**src/rtl/cpu_pkg.sv**
```systemverilog
// Shared register-file constants and the writeback entry layout used by the
// write buffer and its lookup logic.
package cpu_pkg;

    localparam int REG_ADDR_W = 5;
    localparam int REG_DATA_W = 32;
    localparam logic [REG_ADDR_W-1:0] REG_ZERO = 5'd0;

    typedef struct packed {
        logic [REG_ADDR_W-1:0] rd;
        logic [REG_DATA_W-1:0] data;
    } wb_entry_t;

endpackage

```
**src/rtl/wbuf_match.sv**
```systemverilog
// Youngest-match search over the valid window of the write buffer.
// Returns hit and the data of the entry closest to the tail with reg==query.
module wbuf_match
    import cpu_pkg::*;
#(
    parameter int DEPTH  = 4,
    parameter int ADDR_W = REG_ADDR_W,
    parameter int DATA_W = REG_DATA_W
) (
    input  logic [ADDR_W-1:0]        ent_reg  [DEPTH],
    input  logic [DATA_W-1:0]        ent_data [DEPTH],
    input  logic [$clog2(DEPTH)-1:0] rd_ptr,
    input  logic [$clog2(DEPTH):0]   count,
    input  logic [ADDR_W-1:0]        query,
    output logic                     hit,
    output logic [DATA_W-1:0]        data
);

    localparam int PTR_W = $clog2(DEPTH);
    localparam int CNT_W = PTR_W + 1;

    logic [PTR_W-1:0] idx;

    // Walk oldest to youngest so the last match seen wins.
    always_comb begin
        hit  = 1'b0;
        data = '0;
        idx  = '0;
        for (int unsigned i = 0; i < DEPTH; i++) begin
            idx = rd_ptr + PTR_W'(i);
            if ((CNT_W'(i) < count) && (query != ADDR_W'(REG_ZERO)) &&
                (ent_reg[idx] == query)) begin
                hit  = 1'b1;
                data = ent_data[idx];
            end
        end
    end

endmodule

```
**src/rtl/regfile_write_buffer.sv**
```systemverilog
// Circular buffer of pending register writebacks drained one per cycle into
// the register file write port, with two youngest-value hazard lookup ports.
module regfile_write_buffer
    import cpu_pkg::*;
#(
    parameter int DEPTH  = 4,
    parameter int DATA_W = REG_DATA_W,
    parameter int ADDR_W = REG_ADDR_W
) (
    input  logic                   clk,
    input  logic                   rst,
    input  logic                   in_valid,
    output logic                   in_ready,
    input  logic [ADDR_W-1:0]      in_reg,
    input  logic [DATA_W-1:0]      in_data,
    input  logic                   drain_en,
    output logic                   WrEn,
    output logic [ADDR_W-1:0]      WrReg,
    output logic [DATA_W-1:0]      WrData,
    input  logic [ADDR_W-1:0]      RdReg1,
    input  logic [ADDR_W-1:0]      RdReg2,
    output logic                   pend1,
    output logic                   pend2,
    output logic [DATA_W-1:0]      fwd1,
    output logic [DATA_W-1:0]      fwd2,
    output logic [$clog2(DEPTH):0] count,
    output logic                   full,
    output logic                   empty
);

    localparam int PTR_W = $clog2(DEPTH);
    localparam int CNT_W = PTR_W + 1;

    logic [PTR_W-1:0]  rd_ptr_q, rd_ptr_d;
    logic [PTR_W-1:0]  wr_ptr_q, wr_ptr_d;
    logic [CNT_W-1:0]  count_q, count_d;
    logic [ADDR_W-1:0] reg_q  [DEPTH];
    logic [ADDR_W-1:0] reg_d  [DEPTH];
    logic [DATA_W-1:0] data_q [DEPTH];
    logic [DATA_W-1:0] data_d [DEPTH];
    logic              push;
    logic              pop;

    assign empty    = (count_q == '0);
    assign full     = (count_q == CNT_W'(DEPTH));
    assign in_ready = !full;
    assign count    = count_q;

    // A reset cycle must not commit anything to the register file.
    assign WrEn   = rst && !empty && drain_en;
    assign WrReg  = empty ? '0 : reg_q[rd_ptr_q];
    assign WrData = empty ? '0 : data_q[rd_ptr_q];

    // Writes to r0 complete the handshake but are never stored.
    assign push = in_valid && in_ready && (in_reg != ADDR_W'(REG_ZERO));
    assign pop  = WrEn;

    always_comb begin
        rd_ptr_d = rd_ptr_q;
        wr_ptr_d = wr_ptr_q;
        count_d  = count_q;
        reg_d    = reg_q;
        data_d   = data_q;
        if (push) begin
            reg_d[wr_ptr_q]  = in_reg;
            data_d[wr_ptr_q] = in_data;
            wr_ptr_d         = wr_ptr_q + PTR_W'(1);
        end
        if (pop) begin
            rd_ptr_d = rd_ptr_q + PTR_W'(1);
        end
        case ({push, pop})
            2'b10:   count_d = count_q + CNT_W'(1);
            2'b01:   count_d = count_q - CNT_W'(1);
            default: count_d = count_q;
        endcase
    end

    always_ff @(posedge clk) begin
        if (!rst) begin
            rd_ptr_q <= '0;
            wr_ptr_q <= '0;
            count_q  <= '0;
        end else begin
            rd_ptr_q <= rd_ptr_d;
            wr_ptr_q <= wr_ptr_d;
            count_q  <= count_d;
        end
    end

    always_ff @(posedge clk) begin
        reg_q  <= reg_d;
        data_q <= data_d;
    end

    wbuf_match #(.DEPTH(DEPTH), .ADDR_W(ADDR_W), .DATA_W(DATA_W)) u_match1 (
        .ent_reg  (reg_q),
        .ent_data (data_q),
        .rd_ptr   (rd_ptr_q),
        .count    (count_q),
        .query    (RdReg1),
        .hit      (pend1),
        .data     (fwd1)
    );

    wbuf_match #(.DEPTH(DEPTH), .ADDR_W(ADDR_W), .DATA_W(DATA_W)) u_match2 (
        .ent_reg  (reg_q),
        .ent_data (data_q),
        .rd_ptr   (rd_ptr_q),
        .count    (count_q),
        .query    (RdReg2),
        .hit      (pend2),
        .data     (fwd2)
    );

endmodule

```
**config.mk**
```make
export PLATFORM = sky130hd
export DESIGN_NAME = regfile_write_buffer
export DESIGN_NICKNAME = d
export VERILOG_FILES = /design/src/rtl/cpu_pkg.sv /design/src/rtl/wbuf_match.sv /design/src/rtl/regfile_write_buffer.sv
export SDC_FILE = /design/constraint.sdc
export NUM_CORES = 1
export LEC_CHECK = 0
export BUFFER_PORTS_ARGS = -buffer_cell sky130_fd_sc_hd__buf_4
export CORE_MARGIN = 4
export CORE_UTILIZATION = 47
export CTS_CLUSTER_DIAMETER = 60
export DETAILED_ROUTE_END_ITERATION = 6
export PLACE_DENSITY = 0.81
export SLEW_MARGIN = 20
export SYNTH_ARGS = -nofsm -noshare
export SYNTH_HDL_FRONTEND = slang
export SYNTH_SLANG_ARGS = --single-unit
```
**constraint.sdc**
```tcl
create_clock -name clk -period 2.7 [get_ports clk]
set_input_delay 0.405 -clock clk [delete_from_list [all_inputs] [get_ports clk]]
set_output_delay 0.405 -clock clk [all_outputs]
set_load 0.02 [all_outputs]
```
==> summary.txt <==
GRT
  – Largest net degree at the start of global routing: a little under 80
  – Initial antenna violation count: 2
  – Gr usage total: 37.10%
  – First-pass GRT wire length: 82,500 um
  – Grt ovf: 0
  – Vias in the first global route: between 10,000 and 15,000

Power
  – Switching pwr: 3.977 mW
  – Combinational power share: around 45%
  – Worst VDD drop: 0.5357 mV
  – Lkg Pwr: 7.289 nW
  – Sw Ratio: between 30 and 40%
  – Tot Pwr: 10.23 mW
  – Clock Power Share: 26.5%
  – Power Internal: ~6.2 mW
  – Seq pwr share: between 20 and 30%
  – P per Cell Area: between 500 and 600 nW/um^2

Synth
  – Largest cells by area after synthesis: edfxtp_1 36%, mux2_2 8.3%, o31ai_1 5.1%
  – Ys async rst share: 0%
  – Cell area after synthesis: ~12,000 um^2
  – Yosys warning count: 0
  – Ys flop type: edfxtp_1
  – Mapped Nets: around 1,200
  – #FFs+latches synth: around 160
  – Top cell type's share of synthesized area: between 30% and 40%
  – Yosys top cell by area: edfxtp_1
  – EDFF count, synth: approximately 150
  – Top-count cell post-synth: edfxtp_1
  – Cells after synthesis: between 1,000 and 1,500
  – Synth unique cells: 60
  – Post-synth top cells: 148 x edfxtp_1, 133 x nor2_1, 91 x mux2_2, 84 x o31ai_1, 73 x clkbuf_1
  – Part of the Yosys area used for sequential elements: a little under two fifths
  – Syn Area/Cell: ~10 um^2

Cells and area
  – Area Growth Syn to Fin: 62.68%
  – Nets@finish: ~1,600
  – Ratio of cells with drive above 1 in the final layout: between 50% and 60%

STA
  – Final worst path period need: about 4300 ps
  – Final Max Slew Viols: 0
  – Final setup fails: 95
  – Worst setup margin: -1581 ps
  – Crit share post-route: 158.6%
  – Worst-Margin Slew: approximately 860 ps
  – Relative slew slack: 42.76%
  – Max Freq: roughly 230 MHz
  – Setup TNS: -87,270 ps
  – Clock skew: approximately 22 ps
  – RSZ-0062 raised after global routing: yes
  – Fin. Hold Viols: 0

Critical path
  – CP max stage cell: mux4_2
  – WP buf/inv: 7
  – Cell family with most CP delay: buffers and inverters
  – Worst Path Max Fanout: 8
  – Crit path capture type: output port
  – CP peak stage delay: 570 ps
  – Worst Path Required: around 2300 ps
  – Critical path depth in cells: 13
  – Crit path kind: register to output port
  – Worst reg2reg path depth: 9
  – Startpoint types: register
  – Worst endpoint data arrival time: slightly below 4000 ps
  – Critical-path cell list: buf_8 > buf_12 > mux4_2 > buf_4 > xor2_2 > nor4_2 > buf_4 > o21a_4 > buf_6 > o21ai_4 > buf_12 > o31ai_4 > buf_6

Placement
  – GP Congestion: 0.9284
  – Port Buf Inserts: 160
  – Post-DP HPWL: 27,470 um
  – Post-Place Worst Slack: -734.1 ps

Die
  – Core area: ~25,000 um^2
  – Initial core utilization: between 40% and 50%
  – Number of I/O pins: 161
  – Die X: between 150 and 200 um
  – Die H: ~170 um
  – Die ar.: just under 30,000 um^2
  – Row cnt: 58

Routing
  – Vias per std cell: between 7 and 8
  – First-pass iteration count of the detailed router: 7
  – DR iter-0 viols: between 2,000 and 3,000
  – DRC violations left: 100
  – Final ANT Viol Nets: 0
  – Wire per inst: about 34 um
  – Drt total wl: between 60,000 and 70,000 um
  – Via count: 14,768

Clock tree
  – CTS root buffer: clkbuf_16
  – Post-cts hold buffer count: 0
  – CTS Buffer Depth: 2
  – Num CTS Buffers: 17
  – Clk_lat worst skew: 460 ps
  – Clock transition at path regs: approximately 70 ps
  – CTS HTree Levels: 4
  – CTS tree: built
  – Clock net sink count: between 150 and 200

Run status
  – Status: finished, violations left
  – Failing checks: design-rule violations, negative setup slack

Run
  – Max cap viols: 0

Min path
  – Hold path cells: 1
  – Hold Crit Class: input pin to register
## cell type report
type	instances	area, um^2
flip-flops and latches	155	4592
multi-input cells	898	8907
inverters	12	47.55
repair buffers	482	5411
well taps	330	412.9
clock inverters	15	201.4
fillers	1204	5472
clock buffers	17	425.4
diodes	1	2.502
## repair_timing
item / CTS / global route
endpoints found under the hold margin: 0 / 0
buffers inserted: 49 / 33
pin swaps: 35 / 51
endpoints found under the setup margin: 98 / 98
cloned: 25 / 9
gates resized for setup: 293 / 159
## power by group through the flow
stage          sequential, mW  combinational, mW  clock [mW]
6_report                 2.93               4.58        2.71
3_5_place_dp             2.96               3.28           0
5_1_grt                  2.94               4.66        2.79
3_3_place_gp             2.95               3.22           0
2_1_floorplan            2.94               1.95           0
4_1_cts                  2.90               3.87        2.59
## flip-flops by register name, indices dropped and copies added, names as in the netlist
register  flops
count         3
rd_ptr_q      2
data_q      128
wr_ptr_q      2
reg_q        20
## per-layer routing
layer / wire length (um) / GRT usage (%) / up-vias
met5: 71 / 0 / -
met4: 6837 / 23.49 / 4
met3: 10920 / 10.65 / 708
met2: 27520 / 58.28 / 1731
met1: 20310 / 44.81 / 6858
li1: - / - / 5467
## through the flow
stage	area, um^2	std cells	utilization [%]	hold slack, ps
final	20000	1910	78.52	151.3
after global routing	20000	1910	78.52	139.6
after CTS	18820	1870	73.90	150.7
after detailed placement	15920	1770	62.49	609.3
after global placement	15920	1770	62.49	605.1
after floorplan	12980	1187	-	503.9
## cells in the final DEF (no fill, tap or decap), types with 15 or more instances in the layout
cell,n
buf_4,273
edfxtp_1,148
buf_6,119
nor2_1,93
mux2_2,68
a211o_1,56
mux2i_1,47
buf_12,42
o221ai_2,38
o31ai_4,35
nand2_1,34
nor2_4,31
o31ai_1,31
o22a_1,30
o21ai_0,30
a22oi_2,28
buf_16,25
xnor2_1,24
mux2_4,23
clkbuf_16,23
o221ai_1,20
or4_1,20
a211oi_2,20
mux4_2,18
o31ai_2,18
nor2b_1,18
nor3_2,17
a21oi_1,15
## cells by family after synthesis
group	Yosys count	synth area share [%]
XOR/XNOR	51	3.755
AND/OR/NAND/NOR	311	12.49
multiplexers	159	15.70
buffers and inverters	135	4.997
flip-flops	155	37.29
AO/OA/AOI/OAI	367	24.85
adder cells (fa/ha/maj)	9	0.9160
## worst paths after layout
| path | start | to | slack, ps |
|---|---|---|---|
| worst max-delay path | rd_ptr_q[0] | fwd1[19] | -1580 |
| worst min-delay path | in_data[13] | data_q[13] | 150 |
| worst min register to register | wr_ptr_q[1] | wr_ptr_q[1] | 690 |
| worst max register to register | count[0] | count[2] | 280 |
Power figures use the tool's default switching activity.
